`config.mk`:
```
export PLATFORM = sky130hd
export DESIGN_NAME = ctrl_cas_sched
export DESIGN_NICKNAME = d
export VERILOG_FILES = /design/src/rtl/ctrl_cas_sched.sv
export SDC_FILE = /design/constraint.sdc
export NUM_CORES = 1
export LEC_CHECK = 0
export ABC_AREA = 1
export BUFFER_PORTS_ARGS = -buffer_cell sky130_fd_sc_hd__buf_2
export CORE_AREA = 2 2 115 161
export CTS_BUF_LIST = sky130_fd_sc_hd__clkbuf_4 sky130_fd_sc_hd__clkbuf_8
export CTS_CLUSTER_SIZE = 40
export DETAILED_ROUTE_END_ITERATION = 16
export DIE_AREA = 0 0 117 163
export PLACE_DENSITY = 0.73
export SLEW_MARGIN = 20
export SYNTH_ARGS = -nofsm -noshare
export SYNTH_HDL_FRONTEND = slang
export SYNTH_SLANG_ARGS = --single-unit
```
`constraint.sdc`:
```
create_clock -name CK_t -period 6.1 [get_ports CK_t]
set_clock_uncertainty 0.1 [all_clocks]
set_input_delay 1.22 -clock CK_t [delete_from_list [all_inputs] [get_ports CK_t]]
set_output_delay 1.22 -clock CK_t [all_outputs]
set_load 0.03 [all_outputs]
```
`src/rtl/ctrl_cas_sched.sv`:
```
// ctrl_cas_sched: in-order multi-bank CAS scheduler with per-entry tRCD hold and tCCD/turnaround spacing.
// Optional stall counters are compiled in with `define CAS_PERF_CNT_EN.

package ctrl_cas_sched_pkg;
  typedef enum logic [2:0] {
    RD_R  = 3'b000,
    RDA_R = 3'b001,
    WR_R  = 3'b010,
    WRA_R = 3'b011
  } cas_req_e;
endpackage

module ctrl_cas_sched
  import ctrl_cas_sched_pkg::*;
#(
  parameter int unsigned NUM_BG       = 4,
  parameter int unsigned BANKS_PER_BG = 4,
  parameter int unsigned QDEPTH       = 8,
  parameter int unsigned TRCD         = 16,
  parameter int unsigned TCCD_S       = 4,
  parameter int unsigned TCCD_L       = 6,
  parameter int unsigned TWTR         = 8,
  parameter int unsigned CNT_W        = 8,
  localparam int unsigned BG_W = (NUM_BG > 1) ? $clog2(NUM_BG) : 1,
  localparam int unsigned BA_W = (BANKS_PER_BG > 1) ? $clog2(BANKS_PER_BG) : 1
) (
  input  logic             CK_t,
  input  logic             reset,
  input  logic             act_vld,
  input  logic             act_no,
  input  logic [BG_W-1:0]  act_bg,
  input  logic [BA_W-1:0]  act_ba,
  input  logic [2:0]       act_rw,
  output logic             act_rdy,
  input  logic [CNT_W-1:0] CL,
  input  logic [CNT_W-1:0] CWL,
  input  logic [CNT_W-1:0] AL,
  input  logic [CNT_W-1:0] BL,
  output logic             cas_vld,
  input  logic             cas_ack,
  output logic [2:0]       cas_req,
  output logic [BG_W-1:0]  cas_bg,
  output logic [BA_W-1:0]  cas_ba,
  output logic             q_full,
  output logic             q_empty,
  output logic             cas_idle
`ifdef CAS_PERF_CNT_EN
  ,
  output logic [15:0]      stall_rcd_cnt,
  output logic [15:0]      stall_gap_cnt,
  output logic [15:0]      stall_ack_cnt
`endif
);

  localparam int unsigned PTR_W = $clog2(QDEPTH);
  localparam int unsigned PW1   = PTR_W + 1;
  localparam int unsigned GW    = CNT_W + 2;
  localparam int unsigned SW    = CNT_W + 1;

  typedef enum logic [1:0] {S_IDLE, S_WAIT, S_ISSUE} state_e;

  state_e state_q, state_d;

  logic [BG_W-1:0]  bg_q  [QDEPTH];
  logic [BG_W-1:0]  bg_d  [QDEPTH];
  logic [BA_W-1:0]  ba_q  [QDEPTH];
  logic [BA_W-1:0]  ba_d  [QDEPTH];
  logic [2:0]       rw_q  [QDEPTH];
  logic [2:0]       rw_d  [QDEPTH];
  logic [CNT_W-1:0] rcd_q [QDEPTH];
  logic [CNT_W-1:0] rcd_d [QDEPTH];

  logic [PTR_W:0]   wr_ptr_q, wr_ptr_d, rd_ptr_q, rd_ptr_d, q_count;
  logic [CNT_W-1:0] since_q, since_d;
  logic             last_wr_q, last_wr_d;
  logic [BG_W-1:0]  last_bg_q, last_bg_d;
  logic [2:0]       cas_req_q, cas_req_d;
  logic [BG_W-1:0]  cas_bg_q, cas_bg_d;
  logic [BA_W-1:0]  cas_ba_q, cas_ba_d;

  logic             push, pop;
  logic [PTR_W-1:0] head_idx, tail_idx;
  logic             head_wr, rcd_ok, gap_met;
  logic [GW-1:0]    r_after_w, w_after_r, w_after_r_clamp;
  logic [CNT_W-1:0] gap;

  function automatic logic is_write(input logic [2:0] rw);
    return (rw == WR_R) || (rw == WRA_R);
  endfunction

  function automatic logic [CNT_W-1:0] sat_cnt(input logic [GW-1:0] v);
    return (v[GW-1:CNT_W] != '0) ? '1 : v[CNT_W-1:0];
  endfunction

  assign head_idx = rd_ptr_q[PTR_W-1:0];
  assign tail_idx = wr_ptr_q[PTR_W-1:0];
  assign q_count  = wr_ptr_q - rd_ptr_q;
  assign q_empty  = (wr_ptr_q == rd_ptr_q);
  assign q_full   = (wr_ptr_q[PTR_W] != rd_ptr_q[PTR_W]) &&
                    (wr_ptr_q[PTR_W-1:0] == rd_ptr_q[PTR_W-1:0]);
  assign cas_vld  = (state_q == S_ISSUE);
  assign pop      = cas_vld && cas_ack;
  // A slot freed by this cycle's pop is offered back at once, so a full queue still accepts on the ack cycle.
  assign act_rdy  = !q_full || pop;
  assign push     = act_vld && act_rdy;
  assign cas_idle = q_empty && !cas_vld;
  assign cas_req  = cas_req_q;
  assign cas_bg   = cas_bg_q;
  assign cas_ba   = cas_ba_q;

  always_comb begin
    r_after_w = {2'b00, CWL} + ({2'b00, BL} >> 1) + GW'(TWTR);
    w_after_r = {2'b00, CL} - {2'b00, AL} - {2'b00, CWL} + ({2'b00, BL} >> 1) + GW'(2);
    // The wrapped difference stays within signed GW range, so the MSB is its sign.
    if (w_after_r[GW-1] || (w_after_r < GW'(TCCD_S))) begin
      w_after_r_clamp = GW'(TCCD_S);
    end else begin
      w_after_r_clamp = w_after_r;
    end
    head_wr = is_write(rw_q[head_idx]);
    if (head_wr && !last_wr_q) begin
      gap = sat_cnt(w_after_r_clamp);
    end else if (!head_wr && last_wr_q) begin
      gap = sat_cnt(r_after_w);
    end else if (bg_q[head_idx] == last_bg_q) begin
      gap = CNT_W'(TCCD_L);
    end else begin
      gap = CNT_W'(TCCD_S);
    end
    rcd_ok  = (rcd_q[head_idx] == '0);
    // Issuing on the next edge puts the handshake one edge later still.
    gap_met = ({1'b0, since_q} + SW'(1)) >= {1'b0, gap};
  end

  always_comb begin
    bg_d     = bg_q;
    ba_d     = ba_q;
    rw_d     = rw_q;
    wr_ptr_d = wr_ptr_q;
    rd_ptr_d = rd_ptr_q;
    for (int unsigned i = 0; i < QDEPTH; i++) begin
      rcd_d[i] = (rcd_q[i] == '0) ? '0 : rcd_q[i] - CNT_W'(1);
    end
    if (push) begin
      bg_d[tail_idx]  = act_bg;
      ba_d[tail_idx]  = act_ba;
      rw_d[tail_idx]  = act_rw;
      rcd_d[tail_idx] = act_no ? '0 : CNT_W'(TRCD - 1);
      wr_ptr_d        = wr_ptr_q + PW1'(1);
    end
    if (pop) begin
      rd_ptr_d = rd_ptr_q + PW1'(1);
    end
  end

  always_comb begin
    state_d   = state_q;
    cas_req_d = cas_req_q;
    cas_bg_d  = cas_bg_q;
    cas_ba_d  = cas_ba_q;
    last_wr_d = last_wr_q;
    last_bg_d = last_bg_q;
    since_d   = (since_q == '1) ? since_q : since_q + CNT_W'(1);
    unique case (state_q)
      S_IDLE: begin
        if (push || !q_empty) state_d = S_WAIT;
      end
      S_WAIT: begin
        if (q_empty) begin
          state_d = S_IDLE;
        end else if (rcd_ok && gap_met) begin
          state_d   = S_ISSUE;
          cas_req_d = rw_q[head_idx];
          cas_bg_d  = bg_q[head_idx];
          cas_ba_d  = ba_q[head_idx];
        end
      end
      S_ISSUE: begin
        if (cas_ack) begin
          last_wr_d = is_write(cas_req_q);
          last_bg_d = cas_bg_q;
          since_d   = CNT_W'(1);
          state_d   = ((q_count > PW1'(1)) || push) ? S_WAIT : S_IDLE;
        end
      end
      default: state_d = S_IDLE;
    endcase
  end

  always_ff @(posedge CK_t or posedge reset) begin
    if (reset) begin
      state_q   <= S_IDLE;
      wr_ptr_q  <= '0;
      rd_ptr_q  <= '0;
      since_q   <= '1;
      last_wr_q <= 1'b0;
      last_bg_q <= '0;
      cas_req_q <= '0;
      cas_bg_q  <= '0;
      cas_ba_q  <= '0;
      for (int unsigned i = 0; i < QDEPTH; i++) begin
        bg_q[i]  <= '0;
        ba_q[i]  <= '0;
        rw_q[i]  <= '0;
        rcd_q[i] <= '0;
      end
    end else begin
      state_q   <= state_d;
      wr_ptr_q  <= wr_ptr_d;
      rd_ptr_q  <= rd_ptr_d;
      since_q   <= since_d;
      last_wr_q <= last_wr_d;
      last_bg_q <= last_bg_d;
      cas_req_q <= cas_req_d;
      cas_bg_q  <= cas_bg_d;
      cas_ba_q  <= cas_ba_d;
      for (int unsigned i = 0; i < QDEPTH; i++) begin
        bg_q[i]  <= bg_d[i];
        ba_q[i]  <= ba_d[i];
        rw_q[i]  <= rw_d[i];
        rcd_q[i] <= rcd_d[i];
      end
    end
  end

`ifdef CAS_PERF_CNT_EN
  logic [15:0] stall_rcd_q, stall_rcd_d;
  logic [15:0] stall_gap_q, stall_gap_d;
  logic [15:0] stall_ack_q, stall_ack_d;

  always_comb begin
    stall_rcd_d = stall_rcd_q;
    stall_gap_d = stall_gap_q;
    stall_ack_d = stall_ack_q;
    if ((state_q == S_WAIT) && !q_empty && !rcd_ok && (stall_rcd_q != '1)) begin
      stall_rcd_d = stall_rcd_q + 16'd1;
    end
    if ((state_q == S_WAIT) && !q_empty && rcd_ok && !gap_met && (stall_gap_q != '1)) begin
      stall_gap_d = stall_gap_q + 16'd1;
    end
    if ((state_q == S_ISSUE) && !cas_ack && (stall_ack_q != '1)) begin
      stall_ack_d = stall_ack_q + 16'd1;
    end
  end

  always_ff @(posedge CK_t or posedge reset) begin
    if (reset) begin
      stall_rcd_q <= '0;
      stall_gap_q <= '0;
      stall_ack_q <= '0;
    end else begin
      stall_rcd_q <= stall_rcd_d;
      stall_gap_q <= stall_gap_d;
      stall_ack_q <= stall_ack_d;
    end
  end

  assign stall_rcd_cnt = stall_rcd_q;
  assign stall_gap_cnt = stall_gap_q;
  assign stall_ack_cnt = stall_ack_q;
`endif

endmodule
```
## Yosys cells after proc, flatten, opt, wreduce, memory -nomap -nowiden

Cells that the tools add are included.

- Register bits after elaboration: 148
- Input bits: 44
- Logic and storage cells: 164

- Add/subtract/negate cells: 19
- Order comparisons: 6
- Equality and inequality tests: 14
- Multiplexer cells: 47
- Bitwise logic cells: 3
- Reductions and logical operators: 34

Operators with widths:

| operator | number |
|---|---|
| 8-bit 2-to-1 mux | 18 |
| 8-bit zero test | 9 |
| 64-bit bitwise mux | 1 |
| 64-bit 2-to-1 mux | 1 |
| 8-bit by 1-bit subtractor with 8-bit output, second input constant | 8 |
| 16-bit bitwise mux | 2 |
| 8-bit binary-select mux with 3-bit select | 1 |
| 24-bit bitwise mux | 1 |
| 8-bit demux with 3-bit select | 1 |
| 2-bit 2-to-1 mux | 10 |
| 2-bit binary-select mux with 3-bit select | 2 |
| 3-bit by 2-bit equality test with 1-bit output, second input constant | 4 |
| 10-bit by 2-bit adder with 10-bit output, second input constant | 1 |
| 10-bit by 7-bit adder with 10-bit output | 1 |
| 9-bit by 4-bit adder with 10-bit output, second input constant | 1 |
| 10-bit by 3-bit less-than comparator with 1-bit output, second input constant | 1 |
| 10-bit 2-to-1 mux | 1 |
| 9-bit by 9-bit subtractor with 10-bit output | 1 |
| 8-bit by 1-bit adder with 9-bit output, second input constant | 1 |
| 8-bit by 7-bit adder with 9-bit output | 1 |
| 3-bit binary-select mux with 3-bit select | 1 |
| 3-bit demux with 3-bit select | 1 |
| 9-bit by 8-bit greater-or-equal comparator with 1-bit output | 1 |
| 3-bit 2-to-1 mux | 3 |
| other kinds (30) | 51 |

## Logic depth before layout (Yosys ltp)

Gate-level depths: netlist of run 1.

- Depth after elaboration: 15
- Mapped depth: 36

## Worst setup path after synthesis of run 1

OpenSTA, ideal clock, no wires.

- Path kind: input -> register
- From: in CL[0]
- To: reg cas_req_q[2], in the netlist cas_req[2]
- Arrival: 5.467 ns
- Setup slack: 0.406 ns
- Cell stages on the path: 32
- Path buffers: 0
- Path through: inv_1 > ha_1 > inv_1 > fa_1 > a21oi_1 > o21ai_0 > nand2_1 > nand2_1 > a21oi_1 > xor2_1 > fa_1 > ha_1 > ha_1 > nand2_1 > nand2_1 > a21oi_1 > nand2_1 > nand2_1 > nand2_1 > inv_1 > a21oi_2 > o21ai_0 > nand2_1 > ha_1 > nand2_1 > inv_1 > nand3_1 > nand3b_1 > nand3_1 > nand3_2 > nand2_1 > o21ai_0

- Word-level cells in the longest chain between the ends: 13

RTL lines:

| what | line | source |
|---|---|---|
| start: declaration | 35 | `input logic [CNT_W-1:0] CL,` |
| 8-bit by 8-bit subtractor with 9-bit output * | 113 | `w_after_r = {2'b00, CL} - {2'b00, AL} - {2'b00, CWL} + ({2'b00, BL} >> 1) + GW'(2);` |
| 9-bit by 9-bit subtractor with 10-bit output * | 113 |  |
| 10-bit by 7-bit adder with 10-bit output * | 113 |  |
| 10-bit by 2-bit adder with 10-bit output * | 113 |  |
| 10-bit by 3-bit less-than comparator with 1-bit output | 115 | `if (w_after_r[GW-1] \|\| (w_after_r < GW'(TCCD_S))) begin` |
| 1-bit logical OR | 115 |  |
| 10-bit 2-to-1 mux * | 115 |  |
| 2-bit nonzero test | 92 | `return (v[GW-1:CNT_W] != '0) ? '1 : v[CNT_W-1:0];` |
| 8-bit 2-to-1 mux * | 92 |  |
| 8-bit 2-to-1 mux * | 121 | `if (head_wr && !last_wr_q) begin` |
| 9-bit by 8-bit greater-or-equal comparator with 1-bit output * | 132 | `gap_met = ({1'b0, since_q} + SW'(1)) >= {1'b0, gap};` |
| 1-bit logical AND * | 171 | `end else if (rcd_ok && gap_met) begin` |
| 3-bit AND reduction (no line) * | n/a |  |
| end signal: assignment | 214 | `cas_req_q <= cas_req_d;` |
| end: declaration | 77 | `logic [2:0] cas_req_q, cas_req_d;` |

Every way passes the cells marked *; elsewhere a longest branch is shown, timed or not.
A chain may end at the register's enable or synchronous reset.

## Worst setup path after layout of run 1

- From: in CL[0]
- To: reg cas_req_q[1], in the netlist cas_req[1]

The elaborated chain is that of the path after synthesis.

==> metrics.md, run 1 <==
| Metric | Value |
|---|---|
| Status | `completed` |
| R2r setup slk | `2100 ps` |
| Fillcell total | `1601` |
| Hold crit path type | `flip-flop to flip-flop` |
| Clock power share | `0.137` |
| Vias in the first global route | `7812` |
| Max Root-Sink Buffers | `2` |
| Max-Cap Viols | `0` |
| Worst vdd ir | `0.000213 V` |
| First-pass GRT wire length | `35000 um` |
| Seq pwr share | `0.328` |
| CTS Buf Count | `17` |
| Seq/Total Area, Yosys | `0.389` |
| Tmin final | `5730 ps` |
| Worst Path Buf+Inv | `6` |
| Internal | `2.99 mW` |
| Worst slew pin tran | `928 ps` |
| Cell area after synthesis | `9540 sq um` |
| Sink Count | `148` |
| Core area | `17800 sq um` |
| Ys Warns | `0` |
| Worst EP arrival | `5970 ps` |
| Share of cells above drive strength 1 | `0.124` |
| Die height | `163 um` |
| Syn Area/Cell | `7.74 sq um` |
| Max Transition Viols Final | `0` |
| Drt first pass iters | `5` |
| Pwr/cell area | `525 nW/um^2` |
| CP Launch Type | `input pin` |
| Gr ovfl total | `0` |
| Worst-path clk slew | `90 ps` |
| Setup CP Type | `input pin to flip-flop` |
| Commonest cells post-synth | `nand2_1, inv_1, dfrtp_1` |
| Initial antenna violation count | `0` |
| Cell leakage power | `5.57 nW` |
| Max H-tree Level | `4` |
| PnR worst setup slack | `368 ps` |
| DP Wirelength | `14900 um` |
| Total Nets Final | `1420` |
| CP Capture Type | `flip-flop` |
| Post-route ant nets | `0` |
| Cells after synthesis | `1233` |
| Post-synth top area share | `0.367` |
| Initial DRC Count | `439` |
| CP top delay family | `adder cells` |
| Fmax | `174 MHz` |
| Via count | `8114` |
| EDFF count, synth | `0` |
| Antenna cells | `0` |
| Slowest-stage cell, CP | `fa_1` |
| #FFs+latches synth | `148` |
| Register area | `3710 sq um` |
| P_sw | `2.54 mW` |
| Reg-to-reg critical path endpoint | `state_q[0]` |
| Multi-input logic area | `5020 sq um` |
| Worst slack, placed | `-320 ps` |
| Final Hold Viols | `0` |
| Clk root buf | `clkbuf_8` |
| Hold Crit Start | `rcd_q[24]` |
| Hold EP | `rcd_q[24]` |
| Asr flop ratio synth | `1.00` |
| Global Route Usage Sum | `0.229` |
| Synth Flop Type | `dfrtp_1` |
| R2R Path Start | `rd_ptr_q[1]` |
| Most frequent cell after synthesis | `nand2_1` |
| Highest cell delay on the worst timing path | `460 ps` |
| Switching Share | `0.459` |
| Starting Density | `0.537` |
| Netlist cell types | `49` |
| Gpl congestion | `0.836` |
| Combinational power share | `0.535` |
| Vias per inst | `5.23` |
| Worst hold-check slack | `361 ps` |
| Slew HR | `0.381` |
| Worst setup startpoint | `CL[0]` |
| Final Cycle Share | `0.940` |
| Critical Path RT | `6340 ps` |
| Final setup fails | `0` |
| Chip Width | `117 um` |
| DIE AREA | `19100 sq um` |
| FF-to-FF path depth | `19` |
| Row cnt | `58` |
| Avg WL per Cell | `13.4 um` |
| Boundary pin count | `56` |
| PortBufs | `54` |
| Worst-path maximum fanout | `5` |
| Clock Latency Late Sink | `450 ps` |
| Syn Nets | `1355` |
| Area growth syn-to-layout | `10.6%` |
| Area leader, netlist | `dfrtp_1` |
| Synth top area cells | `dfrtp_1, nand2_1, ha_1` |
| Final wirelength | `20800 um` |
| TritonCTS clock tree | `done` |
| Most used cell, CP | `nand2_1` |
| Largest net degree at the start of global routing | `103` |
| Remaining DRCs | `0` |
| Hold path cells | `1` |
| CTS Hold Bufs | `0` |
[state kept, by name, summed over array words and instances (netlist names), 3 cells and up]
name and flops:
ba_q 16, bg_q 16, cas_req 3, rcd_q 64
rd_ptr_q 4, rw_q 24, since_q 8, wr_ptr_q 4
[power by group through the flow]
stage          clock network, mW  logic, mW  registers, mW
6_report                   0.760       2.96           1.81
5_1_grt                    0.815       3.41           1.88
2_1_floorplan                  0       2.20           1.75
4_1_cts                    0.775       2.83           1.81
3_3_place_gp                   0       2.73           1.82
3_5_place_dp                   0       2.81           1.82
[worst max-delay path by stage]
stage,end,cells after the start
2_1_floorplan,cas_req[2],32
3_3_place_gp,cas_ba[0],34
3_5_place_dp,cas_ba[1],34
4_1_cts,cas_bg[0],34
5_1_grt,cas_ba[0],35
6_report,cas_req[1],33
[per-stage QoR]
stage                     total power [mW]  TNS [ps]  instance area (sq um)  cells  utilization
after floorplan                       3.95         0                   9540   1233            -
after global placement                4.55     -1500                  10100   1517        0.566
after detailed placement              4.63     -2600                  10100   1517        0.566
after CTS                             5.41         0                  10500   1549        0.588
after global routing                  6.11      -230                  10500   1551        0.593
final                                 5.54         0                  10500   1551        0.593
[layer usage]
layer / GRT usage / share of wire / wire (um)
met1: 0.276 / 0.42 / 8780
met3: 0.0354 / 0.035 / 723
met4: 0.0722 / 0.020 / 420
met2: 0.415 / 0.52 / 10900
met5: 0 / 0 / 0
[cell usage in the layout (no fill, tap or decap), types with 32 or more instances in the layout]
master,n
a21oi_1,57
buf_2,54
dfrtp_1,140
ha_1,67
inv_1,174
nand2_1,281
nand3_1,68
nor2_1,113
o21ai_0,105
xor2_1,32
[what timing repair did]
action | CTS | global route
gates resized for setup | 0 | 15
setup buffers | 0 | 1
endpoints found under the setup margin | 0 | 9
[cell families (layout without fill, tap and decap cells)]
kind of cell,count (synthesis),in the layout,share of synthesized area
AND/OR/NAND/NOR,526,527,0.239
AO/OA/AOI/OAI,225,225,0.131
buffers and inverters,214,291,0.0917
flip-flops,148,148,0.389
adder cells (fa/ha/maj),78,78,0.110
XOR/XNOR,42,42,0.0393
[final cells by class]
class / instances / area share
Clock buffer: 20 / 0.0261
Clock inverter: 12 / 0.0113
Inverter: 191 / 0.0699
Multi-Input combinational cell: 872 / 0.476
Sequential cell: 148 / 0.352
Tap cell: 240 / 0.0285
Timing Repair Buffer: 68 / 0.0368
Power figures use the tool's default switching activity.
==> run 2, diff against run 1 <==
- ABC_AREA: 1 -> not set
- BUFFER_PORTS_ARGS: -buffer_cell sky130_fd_sc_hd__buf_2 -> not set
- CELL_PAD_IN_SITES_DETAIL_PLACEMENT: not set -> 1
- CELL_PAD_IN_SITES_GLOBAL_PLACEMENT: not set -> 1
- CORE_AREA: 2 2 115 161 -> 2 2 114 160
- DIE_AREA: 0 0 117 163 -> 0 0 116 162
- DONT_BUFFER_PORTS: not set -> 1
- PLACE_DENSITY: 0.73 -> 0.81
==> run 2 against run 1 <==
The run now ends with negative setup slack left. Combinational power decreased by 3%. Highest routed layer unchanged. Die area decreased by 1.5%. Global-route usage increased by 2.9 points. Largest cell class unchanged. Sequential cell count unchanged. Core utilization decreased by 0.22 points. Sequential power increased by 6%. Sequential share of layout area increased by 1.2 points. Fmax decreased by 7.6%. Worst setup slack got worse by 470 ps. Critical endpoint is now cas_req[0].
==> metrics.md, run 2 <==
| Metric | Value |
|---|---|
| Vias per inst | `5.71 (was 5.23)` |
| Drt first pass iters | `4 (was 5)` |
| Final setup fails | `8 (was 0)` |
| Hold crit path type | `flip-flop to flip-flop (unchanged)` |
| Largest net degree at the start of global routing | `86 (was 103)` |
| Synth top area cells | `dfrtp_1, ha_1, mux2_2 (was dfrtp_1, nand2_1, ha_1)` |
| Global routing usage on met3 | `0.0437 (was 0.0354)` |
| Post-DP Area | `9490 sq um (was 10100 sq um)` |
| Cells after synthesis | `889 (was 1233)` |
| Seq pwr share | `0.342 (was 0.328)` |
| Most frequent cell after synthesis | `dfrtp_1 (was nand2_1)` |
| CP Capture Type | `flip-flop (unchanged)` |
| Core area | `17300 sq um (was 17800 sq um)` |
| Global Route Usage Sum | `0.258 (was 0.229)` |
| Post-Synth Adder-Cell Area | `0.119 (was 0.110)` |
| Asr flop ratio synth | `1.00 (unchanged)` |
| Most frequent cells in the layout | `dfrtp_1, nand2_1, inv_1, ha_1, nor2_1 (was nand2_1, inv_1, dfrtp_1, nor2_1, o21ai_0)` |
| Max H-tree Level | `4 (unchanged)` |
| Worst hold-check slack | `377 ps (was 361 ps)` |
| Pwr Total | `5.60 mW (was 5.54 mW)` |
| Final Hold Viols | `0 (unchanged)` |
| Worst-path maximum fanout | `8 (was 5)` |
| Commonest cells post-synth | `dfrtp_1, nand2_1, inv_1 (was nand2_1, inv_1, dfrtp_1)` |
| Busiest grt layer | `met2 (unchanged)` |
| Setup CP Type | `input pin to flip-flop (unchanged)` |
| Worst setup startpoint | `CL[0] (unchanged)` |
| Initial antenna violation count | `0 (unchanged)` |
| Seq/Total Area, Yosys | `0.421 (was 0.389)` |
| Fmax | `161 MHz (was 174 MHz)` |
| Most common cell after layout, fill and taps aside | `dfrtp_1 (was nand2_1)` |
| Design area | `10200 sq um (was 10500 sq um)` |
| Total Nets Final | `1060 (was 1420)` |
| Area leader, netlist | `dfrtp_1 (unchanged)` |
| Netlist cell types | `63 (was 49)` |
| Synth Area in Compound Gates | `0.103 (was 0.131)` |
| Tmin final | `6200 ps (was 5730 ps)` |
| Final wirelength | `23200 um (was 20800 um)` |
| Remaining DRCs | `0 (unchanged)` |
| Mux cell area share after synthesis | `0.0955 (was 0)` |
| Reg with most FFs | `rcd_q (unchanged)` |
| Max-Cap Viols | `0 (unchanged)` |
| DIE AREA | `18800 sq um (was 19100 sq um)` |
| Setup TNS | `-656 ps (was 0 ps)` |
| CTS Hold Bufs | `0 (unchanged)` |
| Post-Synth Simple-Gate Area | `0.160 (was 0.239)` |
| Hold Crit Start | `rw_q[2] (was rcd_q[24])` |
| Largest family of logic cells by synthesized area | `simple AND/OR/NAND/NOR gates (unchanged)` |
| Area growth syn-to-layout | `15.5% (was 10.6%)` |
| Max reg flops | `64 (unchanged)` |
| Ys Warns | `0 (unchanged)` |
| Hold path cells | `2 (was 1)` |
| Cell area after synthesis | `8830 sq um (was 9540 sq um)` |
| RSZ-0062 raised after global routing | `yes` |
| Cell leakage power | `4.69 nW (was 5.57 nW)` |
| Synth Flop Type | `dfrtp_1 (unchanged)` |
| Worst slew pin tran | `1020 ps (was 928 ps)` |
| Slew HR | `0.313 (was 0.381)` |
| Max Root-Sink Buffers | `2 (unchanged)` |
| Worst slack, placed | `-945 ps (was -320 ps)` |
| CTS Buf Count | `17 (unchanged)` |
| Critical Path RT | `6330 ps (was 6340 ps)` |
| Switching Share | `0.410 (was 0.459)` |
| Worst vdd ir | `0.000244 V (was 0.000213 V)` |
| Starting Density | `0.512 (was 0.537)` |
| Internal | `3.30 mW (was 2.99 mW)` |
| EDFF count, synth | `0 (unchanged)` |
| PnR worst setup slack | `-105 ps (was 368 ps)` |
| P_sw | `2.30 mW (was 2.54 mW)` |
| Worst EP arrival | `6430 ps (was 5970 ps)` |
| Chip Width | `116 um (was 117 um)` |
| Clock Latency Late Sink | `440 ps (was 450 ps)` |
| Failing checks | `negative setup slack` |
| Post-synthesis xor/xnor area fraction | `0.0615 (was 0.0393)` |
| Share of cells above drive strength 1 | `0.209 (was 0.124)` |
| Sink Count | `148 (unchanged)` |
| FF-to-FF path depth | `9 (was 19)` |
| #FFs+latches synth | `148 (unchanged)` |
| Boundary pin count | `56 (unchanged)` |
| R2r setup slk | `1630 ps (was 2100 ps)` |
| Syn Area/Cell | `9.93 sq um (was 7.74 sq um)` |
| Biggest regs | `rcd_q: 64 flops, rw_q: 24 flops (unchanged)` |
| Gr ovfl total | `0 (unchanged)` |
| Met2 Use GR | `0.496 (was 0.415)` |
| Via count | `6778 (was 8114)` |
| Initial DRC Count | `286 (was 439)` |
| Pwr/cell area | `549 nW/um^2 (was 525 nW/um^2)` |
| Post-route ant nets | `0 (unchanged)` |
| Combinational power share | `0.514 (was 0.535)` |
| DP Wirelength | `16900 um (was 14900 um)` |
| Antenna cells | `0 (unchanged)` |
| Hold EP | `rw_q[2] (was rcd_q[24])` |
| TritonCTS clock tree | `done (unchanged)` |
| Vias in the first global route | `7650 (was 7812)` |
| Global routing usage on met1 | `0.268 (was 0.276)` |
| PortBufs | `0 (was 54)` |
| R2R Path Start | `rd_ptr_q[2] (was rd_ptr_q[1])` |
| First-pass GRT wire length | `37800 um (was 35000 um)` |
| Gpl congestion | `0.929 (was 0.836)` |
| Die height | `162 um (was 163 um)` |
| Reg-to-reg critical path endpoint | `rcd_q[16] (was state_q[0])` |
| Row cnt | `57 (was 58)` |
| Clk root buf | `clkbuf_8 (unchanged)` |
| Worst-path clk slew | `80 ps (was 90 ps)` |
| Max Transition Viols Final | `0 (unchanged)` |
| Post-synth top area share | `0.397 (was 0.367)` |
| Final Cycle Share | `1.02 (was 0.940)` |
| Avg WL per Cell | `19.6 um (was 13.4 um)` |
| Status | `complete, but fails checks (was completed)` |
| CP Launch Type | `input pin (unchanged)` |
| Clock power share | `0.144 (was 0.137)` |
| Syn Nets | `1011 (was 1355)` |
run 2: what timing repair did:
action                                  in CTS  in global routing
resized for setup                           11                 16
endpoints found under the setup margin       9                  9
pin swaps                                   25                 19
buffers inserted                             6                  7
run 2: kinds of logic after synthesis:
family                   after synthesis
AND/OR/NAND/NOR                      291
AO/OA/AOI/OAI                        151
flip-flops                           148
buffers and inverters                 92
adder cells (fa/ha/maj)               78
multiplexers                          67
XOR/XNOR                              62
run 2: how the worst max path moves through the flow:
stage / to / slack (ps) / cells past startpoint
6_report: cas_req[0] / -100 / 27
5_1_grt: cas_req[0] / -330 / 28
4_1_cts: cas_req[0] / -260 / 27
3_5_place_dp: cas_req[2] / -940 / 26
3_3_place_gp: cas_ba[1] / -790 / 24
2_1_floorplan: cas_ba[0] / -320 / 26
run 2: power groups by stage:
stage	combinational (mW)	clock [mW]	sequential (mW)
after floorplan	1.95	0	1.77
after global placement	2.46	0	1.87
after detailed placement	2.63	0	1.92
after CTS	2.76	0.818	1.91
after global routing	3.19	0.856	1.98
final	2.88	0.806	1.92
run 2: metal layers:
metal,vias to the layer above,share of wire
met4,0,0.035
li1,3169,-
met1,3444,0.37
met2,109,0.57
met5,-,0
met3,56,0.029
run 2: cell type report:
type                       count  area, sq um
tap                          236          295
clock inverter                11          153
sequential                   148         3710
multi-input combinational    649         5080
inverter                      72          288
timing repair buffer          50          404
fill                        1911         7060
clock buffer                  21          270
run 2: critical path: stages:
cell and delay (ps):
inv_12 30, ha_4 100, inv_2 30, fa_2 330
a21o_1 190, a21oi_4 170, o21bai_4 100, a21oi_4 170
xnor2_2 140, fa_1 490, ha_4 290, ha_4 250
and3_4 160, a221oi_4 330, xnor2_2 130, or3_4 350
nor2b_4 140, a211o_1 300, ha_1 280, nand2b_4 130
a21o_1 180, a21oi_2 140, o21ai_2 80, a31oi_4 190
nor3_4 60, buf_12 140, mux2_4 300
run 2: through the flow:
stage / cells / utilization
finish: 1187 / 0.591
global route: 1187 / 0.591
CTS: 1182 / 0.583
detailed placement: 1144 / 0.550
global placement: 1144 / 0.550
floorplan: 889 / -
==> run 3, diff against run 2 <==
- GPL_TIMING_DRIVEN: not set -> 0
==> run 3 against run 2 <==
Worst setup slack lost 120 ps. Global-route usage shrank 0.59 points. The flow still finishes with violations (negative setup slack). Cell count shrank 1.1%. Sequential power shrank 3%. Largest power group unchanged. Critical path type unchanged. Via count shrank 1.2%.
==> metrics.md, run 3 (synthesis gave the netlist of run 2 again) <==
| Metric | Value |
|---|---|
| Critical Path RT | `6340 ps (was 6330 ps)` |
| Chip Width | `116 um (unchanged)` |
| Fmax | `158 MHz (was 161 MHz)` |
| Avg WL per Cell | `19.2 um (was 19.6 um)` |
| Max-Cap Viols | `0 (unchanged)` |
| Post-route ant nets | `0 (unchanged)` |
| Slowest-stage cell, CP | `fa_2 (was fa_1)` |
| Worst vdd ir | `0.000239 V (was 0.000244 V)` |
| Core area | `17300 sq um (unchanged)` |
| DP Wirelength | `16500 um (was 16900 um)` |
| Worst slew pin tran | `985 ps (was 1020 ps)` |
| Largest net degree at the start of global routing | `83 (was 86)` |
| PnR worst setup slack | `-226 ps (was -105 ps)` |
| Switching Share | `0.413 (was 0.410)` |
| Hold crit path type | `flip-flop to flip-flop (unchanged)` |
| Max reg flops | `64 (unchanged)` |
| Max Root-Sink Buffers | `2 (unchanged)` |
| Vias in the first global route | `7418 (was 7650)` |
| Via count | `6698 (was 6778)` |
| First-pass GRT wire length | `36400 um (was 37800 um)` |
| Clock power share | `0.148 (was 0.144)` |
| Most common cell after layout, fill and taps aside | `dfrtp_1 (unchanged)` |
| Pwr/cell area | `544 nW/um^2 (was 549 nW/um^2)` |
| Initial DRC Count | `275 (was 286)` |
| Seq pwr share | `0.343 (was 0.342)` |
| Remaining DRCs | `0 (unchanged)` |
| Worst EP arrival | `6570 ps (was 6430 ps)` |
| Initial antenna violation count | `0 (unchanged)` |
| Drt first pass iters | `4 (unchanged)` |
| Final Cycle Share | `1.04 (was 1.02)` |
| Antenna cells | `0 (unchanged)` |
| CP Capture Type | `flip-flop (unchanged)` |
| Worst Path Buf+Inv | `2 (was 3)` |
| Row cnt | `57 (unchanged)` |
| Failing checks | `negative setup slack (unchanged)` |
| Placed Cells | `1127 (was 1144)` |
| Worst-path maximum fanout | `8 (unchanged)` |
| Max Transition Viols Final | `0 (unchanged)` |
| Most used cell, CP | `a21o_1 (was ha_4)` |
| Clock Latency Late Sink | `460 ps (was 440 ps)` |
| DIE AREA | `18800 sq um (unchanged)` |
| CTS Buf Count | `17 (unchanged)` |
| Total Nets Final | `1048 (was 1060)` |
| P_sw | `2.25 mW (was 2.30 mW)` |
| Final setup fails | `9 (was 8)` |
| Starting Density | `0.512 (unchanged)` |
| TritonCTS clock tree | `done (unchanged)` |
| Clk root buf | `clkbuf_8 (unchanged)` |
| Final Hold Viols | `0 (unchanged)` |
| Area growth syn-to-layout | `13.7% (was 15.5%)` |
| CP Launch Type | `input pin (unchanged)` |
| Setup CP Type | `input pin to flip-flop (unchanged)` |
| Post-Route Utilization | `0.582 (was 0.591)` |
| Slew HR | `0.338 (was 0.313)` |
| Biggest regs | `rcd_q: 64 flops, rw_q: 24 flops (unchanged)` |
| Post-Layout Cell Count | `1174 (was 1187)` |
| Tmin final | `6330 ps (was 6200 ps)` |
| RSZ-0062 raised after global routing | `yes (unchanged)` |
| Worst-path clk slew | `80 ps (about the same)` |
| Status | `complete, but fails checks (unchanged)` |
| Internal | `3.20 mW (was 3.30 mW)` |
| Boundary pin count | `56 (unchanged)` |
| Reg with most FFs | `rcd_q (unchanged)` |
| Final wirelength | `22600 um (was 23200 um)` |
| Share of cells above drive strength 1 | `0.179 (was 0.209)` |
| CTS Hold Bufs | `0 (unchanged)` |
| Gpl congestion | `0.848 (was 0.929)` |
| Cell leakage power | `4.58 nW (was 4.69 nW)` |
| Highest cell delay on the worst timing path | `500 ps (was 490 ps)` |
| Gr ovfl total | `0 (unchanged)` |
| Sink Count | `148 (unchanged)` |
| Most frequent cells in the layout | `dfrtp_1, nand2_1, inv_1, ha_1, nor2_1 (unchanged)` |
| PortBufs | `0 (unchanged)` |
| Max H-tree Level | `4 (unchanged)` |
| Combinational power share | `0.510 (was 0.514)` |
| Vias per inst | `5.71 (about the same)` |
| Pwr Total | `5.46 mW (was 5.60 mW)` |
| Global Route Usage Sum | `0.252 (was 0.258)` |
| Die height | `162 um (unchanged)` |
| CP top delay family | `compound AO/OA/AOI/OAI gates (unchanged)` |
==> run 3: changes by cell type in the layout (fill, tap and decap cells not counted), moves of 2 or more <==
| cell | previous run | this run |
|---|---|---|
| buf_2 | 0 | 5 |
| buf_4 | 47 | 13 |
| clkbuf_1 | 0 | 14 |
| xor2_1 | 18 | 20 |
| xor2_2 | 2 | 0 |
==> run 3: what timing repair did <==
item,CTS,global route
pin swaps,27,13
setup endpoints to repair,9,9
setup buffers,14,3
resized for setup,16,9
cloned,0,0
==> run 3: metrics by stage <==
step	TNS (ps)	worst slack, ps	area, sq um	hold slack, ps
floorplan	-2180	-321	8970	340
global placement	-123540	-1280	9260	352
detailed placement	-10580	-1280	9320	360
CTS	-1990	-272	9960	379
global route	-2770	-340	10000	400
finish	-1680	-226	10000	381
==> run 3: worst paths after layout <==
path                                   from    endpoint  slack, ps  cells past startpoint
worst max-delay path                  AL[1]  cas_req[0]       -230                     25
worst min-delay path               rw_q[13]    rw_q[13]        380                      2
worst max register to register  rd_ptr_q[0]  cas_req[0]       1220                     17
worst min register to register     rw_q[13]    rw_q[13]        380                      2
max in group asynchronous             reset    bg_q[11]       4580                      2
min in group asynchronous             reset   rcd_q[15]        540                      1
==> run 3: final cells by class <==
cell class                      instances  area [sq um]
Fill cell                            1948          7220
Multi-Input combinational cell        649          5050
Sequential cell                       148          3710
Tap cell                              236           295
Inverter                               72           290
Clock buffer                           20           263
Timing Repair Buffer                   18           188
Clock inverter                         11           153
Buffer                                 20          81.3
==> run 3: routing by layer <==
metal	global-route usage	share of wire	wire, um	vias up
li1	-	-	-	3145
met1	0.263	0.36	8230	3355
met2	0.470	0.55	12400	131
met3	0.0493	0.035	782	67
met4	0.129	0.051	1160	0
met5	0	0	0	-
==> run 3: power by group through the flow <==
| stage | clock, mW | sequential, mW | combinational [mW] |
|---|---|---|---|
| 4_1_cts | 0.818 | 1.87 | 2.71 |
| 2_1_floorplan | 0 | 1.77 | 1.95 |
| 5_1_grt | 0.861 | 1.93 | 3.09 |
| 3_3_place_gp | 0 | 1.85 | 2.37 |
| 3_5_place_dp | 0 | 1.88 | 2.50 |
| 6_report | 0.806 | 1.87 | 2.78 |
==> run 3: tightest hold or removal path: stages (launching register included) <==
cell,delay [ps]
dfrtp_1,350
nand2_1,50
nand2_1,60
